--- src/rtl/api_job_sched.sv ---
// -----------------------------------------------------------------------------
// api_job_sched
//   Moves fixed-length jobs of 32-bit words from one of two sources into a tx
//   FIFO. A job starts only when the FIFO has room for the whole job. The two
//   sources are served round-robin, one whole job at a time. A job whose
//   source goes quiet for too long is completed with zero words and flagged.
//
// Handshake: a source word moves on a rising edge where srcN_vld and srcN_rdy
//   are both high. srcN_rdy depends only on registered state, never on vld.
//   The FIFO write side has no back-pressure; tx_fifo_wr_en is a write strobe.
//
// Ports
//   clk, rst            rising-edge clock, synchronous active-high reset
//   reg_en              scheduler enable, sampled only when idle
//   reg_word_num[7:0]   words per job, sampled only at job start
//   err_clr             clears err_abort (a simultaneous set wins)
//   src0_vld/dat/rdy    job source 0 word handshake
//   src1_vld/dat/rdy    job source 1 word handshake
//   tx_fifo_wr_en/din   tx FIFO write strobe and data
//   tx_fifo_data_count  tx FIFO occupancy in words
//   busy                a job is in progress (XFER, PAD or GAP)
//   grant[1:0]          one-hot owner of the current job, 0 when idle
//   job_cnt[15:0]       completed jobs (aborted jobs included), wraps
//   err_abort           sticky: a job was aborted for a stalled source
// -----------------------------------------------------------------------------
module api_job_sched #(
    parameter int TX_FIFO_DEPTH = 512,
    parameter int STALL_MAX     = 255
) (
    input  logic        clk,
    input  logic        rst,
    input  logic        reg_en,
    input  logic [7:0]  reg_word_num,
    input  logic        err_clr,
    input  logic        src0_vld,
    input  logic [31:0] src0_dat,
    output logic        src0_rdy,
    input  logic        src1_vld,
    input  logic [31:0] src1_dat,
    output logic        src1_rdy,
    output logic        tx_fifo_wr_en,
    output logic [31:0] tx_fifo_din,
    input  logic [9:0]  tx_fifo_data_count,
    output logic        busy,
    output logic [1:0]  grant,
    output logic [15:0] job_cnt,
    output logic        err_abort
);

    typedef enum logic [1:0] {
        IDLE = 2'd0,
        XFER = 2'd1,
        PAD  = 2'd2,
        GAP  = 2'd3
    } state_t;

    localparam int                 STALL_W    = $clog2(STALL_MAX + 1);
    // The abort fires on the idle cycle that brings the count to STALL_MAX.
    localparam logic [STALL_W-1:0] STALL_LAST = STALL_W'(STALL_MAX - 1);
    localparam logic [31:0]        DEPTH      = 32'(TX_FIFO_DEPTH);

    state_t             state;
    logic [7:0]         job_len;
    logic [7:0]         word_cnt;
    logic [STALL_W-1:0] stall_cnt;
    logic               prefer_src1;   // set when the last completed job was src0

    logic [31:0] count_ext;
    logic        space_ok;
    logic        start;
    logic        pick_src1;
    logic        g_vld;
    logic [31:0] g_dat;
    logic        xfer_hs;
    logic        last_word;
    logic        stall_abort;

    // Room check; an occupancy above DEPTH is treated as no room at all.
    assign count_ext = {22'd0, tx_fifo_data_count};
    assign space_ok  = (count_ext <= DEPTH) &&
                       ((DEPTH - count_ext) >= {24'd0, reg_word_num});

    assign start = reg_en && (reg_word_num != 8'd0) && space_ok &&
                   (src0_vld || src1_vld);

    // src1 wins only when it is alone or when it is src1's turn.
    assign pick_src1 = src1_vld && (!src0_vld || prefer_src1);

    assign g_vld = grant[0] ? src0_vld : (grant[1] && src1_vld);
    assign g_dat = grant[0] ? src0_dat : src1_dat;

    assign xfer_hs     = (state == XFER) && g_vld;
    assign last_word   = ((word_cnt + 8'd1) == job_len);
    assign stall_abort = (state == XFER) && !g_vld && (stall_cnt == STALL_LAST);

    assign src0_rdy      = (state == XFER) && grant[0];
    assign src1_rdy      = (state == XFER) && grant[1];
    assign tx_fifo_wr_en = xfer_hs || (state == PAD);
    assign tx_fifo_din   = xfer_hs ? g_dat : 32'h0;
    assign busy          = (state != IDLE);

    always_ff @(posedge clk) begin
        if (rst) begin
            state       <= IDLE;
            job_len     <= 8'd0;
            word_cnt    <= 8'd0;
            stall_cnt   <= '0;
            prefer_src1 <= 1'b0;
            grant       <= 2'b00;
            job_cnt     <= 16'd0;
            err_abort   <= 1'b0;
        end else begin
            if (stall_abort) begin
                err_abort <= 1'b1;
            end else if (err_clr) begin
                err_abort <= 1'b0;
            end

            unique case (state)
                IDLE: begin
                    if (start) begin
                        state     <= XFER;
                        job_len   <= reg_word_num;
                        word_cnt  <= 8'd0;
                        stall_cnt <= '0;
                        grant     <= pick_src1 ? 2'b10 : 2'b01;
                    end
                end
                XFER: begin
                    if (xfer_hs) begin
                        word_cnt  <= word_cnt + 8'd1;
                        stall_cnt <= '0;
                        if (last_word) begin
                            state <= GAP;
                        end
                    end else if (stall_abort) begin
                        state <= PAD;
                    end else begin
                        stall_cnt <= stall_cnt + 1'b1;
                    end
                end
                PAD: begin
                    word_cnt <= word_cnt + 8'd1;
                    if (last_word) begin
                        state <= GAP;
                    end
                end
                GAP: begin
                    job_cnt     <= job_cnt + 16'd1;
                    prefer_src1 <= grant[0];
                    grant       <= 2'b00;
                    state       <= IDLE;
                end
                default: state <= IDLE;
            endcase
        end
    end

endmodule
--- config.mk ---
export PLATFORM = sky130hd
export DESIGN_NAME = api_job_sched
export DESIGN_NICKNAME = d
export VERILOG_FILES = /design/src/rtl/api_job_sched.sv
export SDC_FILE = /design/constraint.sdc
export NUM_CORES = 1
export LEC_CHECK = 0
export ABC_AREA = 1
export CAP_MARGIN = 20
export CORE_ASPECT_RATIO = 1.5
export CORE_MARGIN = 2
export CORE_UTILIZATION = 47
export CTS_CLUSTER_DIAMETER = 150
export DETAILED_ROUTE_END_ITERATION = 10
export PLACE_DENSITY = 0.88
export SLEW_MARGIN = 20
export SYNTH_ARGS = -nofsm -noshare
export SYNTH_HDL_FRONTEND = slang
export SYNTH_SLANG_ARGS = --single-unit
--- constraint.sdc ---
create_clock -name clk -period 3.96 [get_ports clk]
set_clock_uncertainty 0.2 [all_clocks]
set_input_delay 0.396 -clock clk [delete_from_list [all_inputs] [get_ports clk]]
set_output_delay 0.396 -clock clk [all_outputs]
set_load 0.02 [all_outputs]
# --- Word-level counts from Yosys, hierarchy flattened ---
# Cells that the tools add are included.
word_totals:
  word_cells: 70
  mem_bits_rw: 0
  memories: 0
  in_bits: 88
  regBits: 46
  romBits: 0
  latch_bits: 0
classes:
  order_cmp: 2
  bitwise: 0
  n_eq_ne: 9
  add_sub_neg: 4
  div: 0
  muxes: 19
  n_mul: 0
  n_reduce_logical: 28
  n_shift: 0
op_table:
  columns: ["operator", "n"]
  rows:
  - ["$mux W32", 2]
  - ["$ge A32 B8 Y1", 1]
  - ["$mux W8", 4]
  - ["$pmux W8 S3", 1]
  - ["$add A16 B1 Y16 const B", 1]
  - ["$add A8 B1 Y8 const B", 2]
  - ["$pmux W8 S2", 1]
  - ["$mux W2", 6]
  - ["$logic_and A1 B1 Y1", 11]
  - ["$sub A10 B10 Y11 const A", 1]
  - ["$le A10 B10 Y1 const B", 1]
  - ["$eq A8 B8 Y1", 1]
  - ["$eq A8 B8 Y1 const B", 1]
  - ["$pmux W2 S4", 1]
  - ["$reduce_bool A2 Y1", 4]
  - ["$reduce_bool A8 Y1", 1]
  - ["$ne A3 B3 Y1 const B", 2]
  - ["$reduce_and A2 Y1", 3]
  - ["$reduce_and A3 Y1", 2]
  - ["$eq A2 B2 Y1 const B", 2]
  - ["$ne A2 B2 Y1 const B", 2]
  - ["$pmux W2 S2", 1]
  - ["$logic_or A1 B1 Y1", 3]
  - ["$mux W1", 3]
  - ["4 further kinds", 5]

# --- Logic depth before layout (Yosys ltp) ---
# Gate-level depths: netlist of the first run.
depth:
  depth_word: 8
  ltp_mapped: 21
  depth_no_buf: 21

# --- Worst setup path after synthesis of the first run ---
# Ideal clock, no wire load.
synth_path:
  path_type: "input -> register"
  from: "in tx_fifo_data_count[0]"
  to: "reg stall_cnt[2]"
  cell_stages: 20
  t_arrival_ns: 2.127
  setup_time_ns: 0.067
  setup_slack_ns: 1.565
  path_buffers: 1
  required_ns: 3.693
  cell_sequence: "inv_1 -> ha_1 -> inv_1 -> nor2_1 -> nor2_1 -> ha_1 -> nand2_1 -> inv_1 -> nand2_1 -> nand2_1 -> nand2_1 -> nand2_1 -> nand2_1 -> nand2_1 -> nand2_2 -> nand2_4 -> nand2_2 -> buf_6 -> or2_1 -> a21oi_2"
synth_via:
  elab_chain_cells: 7
synth_lines:
  columns: ["element", "line_no", "source"]
  rows:
  - ["from (decl)", "43", "input logic [9:0] tx_fifo_data_count,"]
  - ["$sub A10 B10 Y11", "81", "((DEPTH - count_ext) >= {24'd0, reg_word_num});"]
  - ["$ge A32 B8 Y1", "81", null]
  - ["$logic_and A1 B1 Y1 (*)", "80", "assign space_ok = (count_ext <= DEPTH) &&"]
  - ["$logic_and A1 B1 Y1 (*) (2 in series)", "83", "assign start = reg_en && (reg_word_num != 8'd0) && space_ok &&"]
  - ["$ne A2 B2 Y1 (no source line) (*)", null, null]
  - ["$reduce_and A3 Y1 (no source line) (*)", null, null]
  - ["to (signal assigned)", "139", "stall_cnt <= stall_cnt + 1'b1;"]
  - ["to (decl)", "65", "logic [STALL_W-1:0] stall_cnt;"]
# Mark *: on every way between the ends. The rest lies on a longest branch, timed or not.
# A chain may end at the register's enable or synchronous reset.

# --- Worst setup path after layout of the first run ---
layout_path:
  from: "reg state[1]"
  to: "out tx_fifo_din[27]"
layout_via:
  elab_chain_cells: 3
layout_lines:
  columns: ["element", "line_no", "source"]
  rows:
  - ["from (decl)", "62", "state_t state;"]
  - ["from (signal assigned)", "104", "state <= IDLE;"]
  - ["from (signal assigned)", "122", "state <= XFER;"]
  - ["from (signal assigned)", "134", "state <= GAP;"]
  - ["$eq A2 B1 Y1", "92", "assign xfer_hs = (state == XFER) && g_vld;"]
  - ["$logic_and A1 B1 Y1", "92", null]
  - ["$mux W32", "99", "assign tx_fifo_din = xfer_hs ? g_dat : 32'h0;"]
  - ["to (decl)", "42", "output logic [31:0] tx_fifo_din,"]
# Every way passes these cells.

==> results of run 1 <==
==> worst min-delay path, delay by kind of cell (launching register included) <==
kind,cells,cell delay [ns]
AOI/OAI and AO/OA,1,0.05
DFF,1,0.32
and+or+nand+nor,1,0.06
==> power by group <==
group	leakage [nW]	internal [mW]	switching [mW]
Sequential	0.374	0.506	0.0436
Combinational	1.60	0.211	0.276
Clock	0.0495	0.131	0.180
Total	2.03	0.848	0.499
==> layout make-up <==
class                   count  area share
multi-input cells         410       0.420
clock buffers               5      0.0141
repair buffers            144       0.294
well taps                  78      0.0200
inverters                  75      0.0581
clock inverters             3     0.00538
flip-flops and latches     46       0.188
==> sequential cells by signal, summed over array words and instances (netlist names) <==
name,count
job_cnt,16
job_len,8
prefer_src1,1
state,2
stall_cnt,8
err_abort,1
word_cnt,8
grant,2
==> cell usage after synthesis (4+ instances only) <==
cell type / instances / area (µm²)
nand2_1: 155 / 582
a21oi_1: 76 / 380
inv_1: 72 / 270
nor2_1: 49 / 184
dfxtp_1: 46 / 921
o21ai_0: 30 / 150
nand3_1: 28 / 140
ha_1: 18 / 225
clkbuf_1: 14 / 52.6
xor2_1: 12 / 105
nand4_1: 9 / 56.3
nor3_1: 9 / 45.0
nand2_2: 4 / 25.0
==> per-layer routing <==
layer	vias to the layer above	share of wire
met5	-	0
met4	0	0.022
met3	21	0.089
met2	183	0.50
met1	1773	0.39
li1	2021	-
==> how the worst max path moves through the flow <==
| stage | depth (start not counted) | end | slack, ns | start |
|---|---|---|---|---|
| floorplan | 20 | stall_cnt[2]$_SDFFE_PP0P_ | 1.57 | tx_fifo_data_count[0] |
| global placement | 9 | tx_fifo_din[30] | 0.69 | src1_vld |
| detailed placement | 9 | tx_fifo_din[27] | 0.54 | src1_vld |
| CTS | 8 | tx_fifo_din[27] | 0.37 | state[1]$_SDFFE_PP0P_ |
| global route | 8 | tx_fifo_din[8] | 0.12 | state[1]$_SDFFE_PP0P_ |
| finish | 8 | tx_fifo_din[27] | 0.36 | state[1]$_SDFFE_PP0P_ |
==> stage by stage <==
stage / std cells / instance area, µm² / power (mW)
final: 761 / 4890 / 1.35
after global routing: 761 / 4890 / 1.44
after CTS: 761 / 4890 / 1.35
after detailed placement: 753 / 4790 / 1.04
after global placement: 753 / 4790 / 1.02
after floorplan: 550 / 3350 / 0.866
==> cells by family after synthesis <==
kind of cell | Yosys count | synth area share
AO/OA/AOI/OAI | 113 | 0.173
XOR/XNOR | 14 | 0.0366
adder cells (fa/ha/maj) | 18 | 0.0672
buffers and inverters | 94 | 0.113
flip-flops | 46 | 0.275
AND/OR/NAND/NOR | 265 | 0.335
==> results by group, run 1 <==
Cells and area
  – Fill cells: 561
  – Register Area: 921 µm²
  – Layout Utilization: 0.708
  – Most common cell after layout, fill and taps aside: nand2_1
  – Share of layout cells above drive strength 1: 0.0366
  – Most frequent cells in the layout: 155 x nand2_1, 142 x clkdlybuf4s50_1, 76 x a21oi_1
  – Number of nets in the layout: 788
  – Multi-input combinational cell area: 0.00205 mm²
  – P&R area growth vs syn: 45.8%
  – Diode count: 0

Critical path
  – Reg-to-reg critical path startpoint: state[1]$_SDFFE_PP0P_
  – Worst Path Arrival: 3.00 ns
  – Crit-path slowest cell: clkdlybuf4s50_1
  – Worst path required time: 3.36 ns
  – CP Buf/Inv Count: 5
  – R2R Path End: job_cnt[14]$_SDFFE_PP0P_
  – CP max stage delay: 0.64 ns
  – Critical path class: reg -> out
  – Startpoint Class: register
  – Crit-path max FO: 25
  – R2R depth: 10
  – Critical path's most frequent cell: inv_1
  – FF-to-FF setup slack: ~1.4 ns
  – CP cell instances: inv_1 -> ha_1 -> inv_1 -> nor2_1 -> clkinv_1 -> buf_4 -> a21oi_1 -> clkdlybuf4s50_1
  – Critical Path End Type: output pin
  – Top Family by Delay on Critical Path: buffers and inverters

Worst hold path
  – HP Class: reg -> reg
  – Hold Crit Endpoint: err_abort$_SDFFE_PP0P_
  – WHS Path Cells: 2
  – Hold_sp: err_abort$_SDFFE_PP0P_

Floorplanning
  – # IOs: ~140
  – Total core area: between 0.006 and 0.007 mm²
  – Initial Utilization: 0.486
  – Rows: 37
  – Die height: 107 µm
  – Die footprint: 0.00784 mm²
  – Chip width: 73.0 µm

Detailed routing
  – Initial DRC Count: 157
  – Post-route DRC violation count: 0
  – Via density: 5.25
  – Final wirelength: between 10,000 and 15,000 µm
  – Detailed-route via count: 3,998
  – DRT Pass-1 Iters: 5
  – Final ANT Viol Nets: 0
  – Routed length per instance: 13.7 µm

GRT
  – Total gr overflow: 0
  – Grt met1 use: 0.288
  – Met3 usage: 0.0581
  – Top Usage Layer GRT: met2
  – First-pass GRT wire length: 16,500 µm
  – Pin count of the biggest net entering global routing: 36
  – Met2 GRT Util: 0.479
  – Vias in the first global route: between 3,000 and 4,000
  – Global-route usage over all layers: 0.262
  – Initial antenna violation count: 0

Clock network
  – Num Clock Sinks: 46
  – TritonCTS Buffers: 5
  – Clock latency on the worst-skew pair: 0.32 ns
  – TritonCTS clock tree: built
  – # hold bufs at CTS: 0
  – CTS Buffer Depth: 2
  – Root Driver: clkbuf_8
  – Post-CTS sizing: 0
  – Clock-pin slew on the worst setup and hold paths: around 0.10 ns
  – Post-CTS Setup Inserts: 0
  – H-Tree Depth: 2

Logic synthesis
  – Number of synthesized flops with an enable pin: 0
  – Syn Inst Count: 550
  – Synthesized area: 0.00335 mm²
  – Post-synthesis async set-or-reset flop share: 0
  – Yosys warns: 0
  – Synth unique cells: 32
  – Mean cell area of the mapped netlist: 6.09 µm²
  – Post-synthesis sequential area ratio: 0.275
  – Post-synthesis register bit count: 46
  – Top FF cell, synth: dfxtp_1
  – Syn nets: 656

Pwr
  – Pwr dens: 276 mW/mm²
  – P_leak: 2.03 nW
  – Maximum vdd drop: 0.340 mV

STA
  – Achievable Freq: 0.278 GHz
  – Final setup vio count: 0
  – Final period utilization: 0.908
  – Min cycle time layout: 3.60 ns
  – Setup TNS: 0 ns
  – RSZ-0062 raised after global routing: false
  – Final hold vios: 0
  – Slew of the pin with the lowest slew margin: 0.826 ns
  – Final worst slack: 0.362 ns
  – Slew headroom: 0.448
  – Slew Viols, Final: 0
  – WHS: 0.271 ns

Placement
  – Dpl ws: around 0.54 ns
  – GPL Wtd Cong: 0.870
  – Final HPWL DP: 8190 µm
  – Port bufs: 142

Run status
  – Outcome: completed

Job
  – Max_cap viols: 0
No activity file was read; power rests on OpenSTA's default activity.
==> inputs of run 2 (changes only) <==
CORE_MARGIN = not set   (was 2)
==> results by group, run 2 (synthesized netlist as in run 1, its figures left out) <==
Run status
  – Failing checks: DRC
  – Outcome: complete, but fails checks

Pwr
  – Total power: 1.47 mW
  – Clk pwr share: 0.294
  – Combinational fraction of design power: 0.333
  – Sw Share: 0.331
  – Portion of total power attributed to sequential cells: 0.373
  – Maximum vdd drop: 0.249 mV
  – NetSw: 0.488 mW
  – Pwr dens: 299 mW/mm²
  – Internal power: 0.986 mW
  – P_leak: 2.05 nW

Floorplanning
  – Die height: 105 µm
  – Initial Utilization: 0.486
  – Rows: 37
  – Die footprint: 0.00748 mm²
  – Chip width: 71.0 µm
  – # IOs: 143
  – Total core area: 0.00690 mm²

Critical path
  – Crit-path max FO: 26
  – Worst Path Arrival: 2.88 ns
  – Critical Path End Type: output pin
  – Worst path required time: about 3.4 ns
  – Critical path class: reg -> out
  – Startpoint Class: register

Detailed routing
  – DRT Pass-1 Iters: 8
  – Detailed-route via count: 4,018
  – Final ANT Viol Nets: 0
  – Via density: about 5.3
  – Initial DRC Count: 224
  – Post-route DRC violation count: 19
  – Final wirelength: approximately 10,000 µm
  – Routed length per instance: approximately 13 µm

Clock network
  – Post-CTS sizing: 0
  – Clock latency on the worst-skew pair: 0.31 ns
  – # hold bufs at CTS: 0
  – Clock-pin slew on the worst setup and hold paths: 0.09 ns
  – Post-CTS Setup Inserts: 0
  – H-Tree Depth: 2
  – Num Clock Sinks: 46
  – CTS Buffer Depth: 2
  – TritonCTS clock tree: built
  – TritonCTS Buffers: 5
  – Root Driver: clkbuf_8

STA
  – Slew headroom: 0.453
  – Final setup vio count: 0
  – Slew Viols, Final: 0
  – Final period utilization: 0.878
  – RSZ-0062 raised after global routing: false
  – Slew of the pin with the lowest slew margin: 0.820 ns
  – Setup TNS: 0 ns
  – Min cycle time layout: 3.48 ns
  – Achievable Freq: roughly 0.29 GHz
  – Final hold vios: 0

GRT
  – Pin count of the biggest net entering global routing: 36
  – First-pass GRT wire length: 16,400 µm
  – Global-route usage over all layers: 0.269
  – Vias in the first global route: 3,759
  – Total gr overflow: 0
  – Initial antenna violation count: 0

Cells and area
  – Most frequent cells in the layout: 155 x nand2_1, 141 x clkdlybuf4s50_1, 76 x a21oi_1
  – Max reg flops: 16
  – Most common cell after layout, fill and taps aside: nand2_1
  – P&R area growth vs syn: 47.1%
  – Register bank with the most flops: job_cnt
  – Share of layout cells above drive strength 1: 0.0381
  – Number of nets in the layout: roughly 800
  – Diode count: 0
  – Fin cells: 761

Worst hold path
  – HP Class: reg -> reg

Placement
  – Placed cells: 753
  – GPL Wtd Cong: 0.910
  – Port bufs: 142
  – Final HPWL DP: 7740 µm

Job
  – Max_cap viols: 0
==> run 2: cell types whose count changed in the layout (fill, tap and decap cells not counted), sizes merged <==
cell and change:
bufinv +2, inv -3, clkbuf +1, buf +1, clkdlybuf4s50 -1
==> run 2: final cells by class <==
class / count / area, µm²
Clock inverter: 2 / 60.1
Timing Repair Buffer: 144 / 1430
Multi-Input combinational cell: 410 / 2050
Clock buffer: 6 / 82.6
Fill cell: 543 / 1970
Sequential cell: 46 / 921
Tap cell: 78 / 97.6
Inverter: 75 / 284
==> run 2: stage by stage <==
step,hold WS [ns],worst slack (ns),area (µm²),util
global route,0.293,0.264,4930,0.715
CTS,0.273,0.478,4930,0.715
global placement,0.254,0.712,4790,0.694
floorplan,0.238,1.57,3350,-
detailed placement,0.261,0.597,4790,0.694
finish,0.267,0.484,4930,0.715
==> run 2: path summary, 6_finish.rpt <==
path / startpoint / end / slack (ns) / cells past startpoint
min reg2reg: err_abort$_SDFFE_PP0P_ / err_abort$_SDFFE_PP0P_ / 0.27 / 2
max: state[1]$_SDFFE_PP0P_ / tx_fifo_din[1] / 0.48 / 8
min: err_abort$_SDFFE_PP0P_ / err_abort$_SDFFE_PP0P_ / 0.27 / 2
max reg2reg: state[1]$_SDFFE_PP0P_ / job_cnt[14]$_SDFFE_PP0P_ / 1.50 / 10
==> run 2: power by group through the flow <==
stage	Sequential [mW]	Combinational, mW	Clock (mW)
4_1_cts	0.548	0.486	0.437
3_5_place_dp	0.559	0.483	0
6_report	0.550	0.491	0.433
2_1_floorplan	0.549	0.317	0
5_1_grt	0.557	0.549	0.456
3_3_place_gp	0.556	0.466	0
==> run 2: critical path: stages (launching register included) <==
cell and delay [ns]:
dfxtp_1 0.37, inv_1 0.12, ha_1 0.32, inv_1 0.13, nor2_1 0.24, clkinv_1 0.28, buf_4 0.30, a21oi_1 0.17
clkdlybuf4s50_1 0.63
==> run 2: metal layers <==
layer | vias up | GRT usage | wire length (µm)
met2 | 181 | 0.486 | 4890
met4 | 0 | 0.0943 | 170
met1 | 1796 | 0.306 | 4010
met5 | - | 0 | 0
li1 | 2026 | - | -
met3 | 15 | 0.0593 | 955
==> inputs of run 3 (changes only) <==
PLACE_DENSITY = not set   (was 0.88)
PLACE_DENSITY_LB_ADDON = 0.3   (was not set)
==> results by group, run 3 (synthesized netlist as in run 1, its figures left out) <==
Run status
  – Outcome: complete, but fails checks
  – Failing checks: DRC

Critical path
  – Critical Path End Type: output pin
  – Worst path required time: roughly 3.4 ns
  – Startpoint Class: register
  – Worst Path Arrival: 2.78 ns
  – Crit-path slowest cell: clkdlybuf4s50_1
  – Top Family by Delay on Critical Path: buffers and inverters
  – Critical path's most frequent cell: inv_1
  – CP max stage delay: 0.62 ns
  – Crit-path max FO: 27
  – R2R Path End: job_cnt[14]$_SDFFE_PP0P_
  – FF-to-FF setup slack: 1.44 ns
  – R2R depth: 10
  – CP Buf/Inv Count: 5
  – Reg-to-reg critical path startpoint: state[1]$_SDFFE_PP0P_
  – Crit path launch: state[1]$_SDFFE_PP0P_
  – CP cell instances: inv_1 -> ha_1 -> inv_1 -> nor2_1 -> clkinv_1 -> buf_4 -> a21oi_1 -> clkdlybuf4s50_1
  – Critical path class: reg -> out

STA
  – Final hold vios: 0
  – Slew Viols, Final: 0
  – Slew of the pin with the lowest slew margin: 0.784 ns
  – Final setup vio count: 0
  – Final worst slack: 0.579 ns
  – Final period utilization: 0.854
  – RSZ-0062 raised after global routing: false
  – Setup TNS: 0 ns
  – Min cycle time layout: 3.38 ns
  – Achievable Freq: 0.296 GHz
  – Slew headroom: 0.477

Worst hold path
  – HP Class: reg -> reg
  – WHS Path Cells: 2
  – Hold_sp: word_cnt[4]$_SDFFE_PP0P_
  – Hold Crit Endpoint: word_cnt[4]$_SDFFE_PP0P_

Clock network
  – Num Clock Sinks: 46
  – Post-CTS Setup Inserts: 0
  – Post-CTS sizing: 0
  – H-Tree Depth: 2
  – CTS Buffer Depth: 2
  – # hold bufs at CTS: 0
  – Clock-pin slew on the worst setup and hold paths: about 0.090 ns
  – TritonCTS clock tree: built
  – TritonCTS Buffers: 5
  – Clock latency on the worst-skew pair: slightly above 0.3 ns
  – Root Driver: clkbuf_8

Placement
  – GPL Wtd Cong: 0.918
  – Dpl ws: 0.678 ns
  – Final HPWL DP: 8090 µm
  – Port bufs: about 140
  – Placed cells: around 750
  – Placed cell areas: 0.00480 mm²

Detailed routing
  – Final wirelength: 10,200 µm
  – Post-route DRC violation count: 19
  – Detailed-route via count: 3,933
  – Final ANT Viol Nets: 0
  – Initial DRC Count: roughly 170
  – Via density: 5.16
  – DRT Pass-1 Iters: 8
  – Routed length per instance: approximately 13 µm

Floorplanning
  – Rows: 37
  – Total core area: 0.00690 mm²
  – Chip width: 71.0 µm
  – Die height: 105 µm
  – # IOs: 143
  – Die footprint: 0.00748 mm²
  – Initial Utilization: 0.486

GRT
  – Vias in the first global route: between 3,000 and 4,000
  – Pin count of the biggest net entering global routing: 36
  – First-pass GRT wire length: 16,300 µm
  – Initial antenna violation count: 0
  – Global-route usage over all layers: 0.271
  – Total gr overflow: 0

Cells and area
  – P&R area growth vs syn: 47.4%
  – Diode count: 0
  – Design area: 0.00494 mm²
  – Register bank with the most flops: job_cnt
  – Number of nets in the layout: 789
  – Most common cell after layout, fill and taps aside: nand2_1
  – Share of layout cells above drive strength 1: 0.0380
  – Most frequent cells in the layout: 155 x nand2_1, 142 x clkdlybuf4s50_1, 76 x a21oi_1
  – Max reg flops: 16
  – Fin cells: between 700 and 800

Pwr
  – Pwr dens: 298 mW/mm²
  – P_leak: a little over 2 nW
  – Maximum vdd drop: 0.202 mV
  – Total power: between 1 and 1.5 mW

Job
  – Max_cap viols: 0
==> run 3: cell types whose count changed in the layout (fill, tap and decap cells not counted) <==
| cell | previous run | this run |
|---|---|---|
| clkdlybuf4s50_1 | 141 | 142 |
==> run 3: report_power, final <==
part / internal (mW) / switching (mW) / total (mW)
Combinational: 0.212 / 0.279 / 0.490
Sequential: 0.506 / 0.0437 / 0.550
Clock: 0.269 / 0.164 / 0.433
Total: 0.987 / 0.486 / 1.47
==> run 3: worst min-delay path: stages, from the launching register on <==
cell     delay, ns
dfxtp_1       0.32
inv_1         0.06
a21oi_1       0.05
==> run 3: how the worst max path moves through the flow <==
stage	end	slack (ns)	cells past startpoint
after floorplan	stall_cnt[2]$_SDFFE_PP0P_	1.57	20
after global placement	stall_cnt[1]$_SDFFE_PP0P_	0.76	21
after detailed placement	stall_cnt[1]$_SDFFE_PP0P_	0.68	21
after CTS	tx_fifo_din[25]	0.59	8
after global routing	tx_fifo_din[3]	0.42	8
final	tx_fifo_din[25]	0.58	8
==> run 3: area by class of cell <==
class | instances | area [µm²]
Sequential cell | 46 | 921
Timing Repair Buffer | 145 | 1440
Multi-Input combinational cell | 410 | 2050
Clock inverter | 2 | 60.1
Clock buffer | 6 | 82.6
Tap cell | 78 | 97.6
Inverter | 75 | 284
Fill cell | 572 | 1960
==> run 3: per-layer routing <==
layer / track usage / vias up / wire length (µm) / share of wire
met3: 0.0564 / 22 / 844 / 0.083
met4: 0.110 / 0 / 265 / 0.026
li1: - / 2022 / - / -
met2: 0.514 / 160 / 5230 / 0.51
met5: 0 / - / 0 / 0
met1: 0.284 / 1729 / 3820 / 0.38
==> run 3: through the flow <==
step | util | hold WS, ns
after floorplan | - | 0.238
after global placement | 0.696 | 0.254
after detailed placement | 0.696 | 0.262
after CTS | 0.716 | 0.275
after global routing | 0.716 | 0.299
final | 0.716 | 0.276
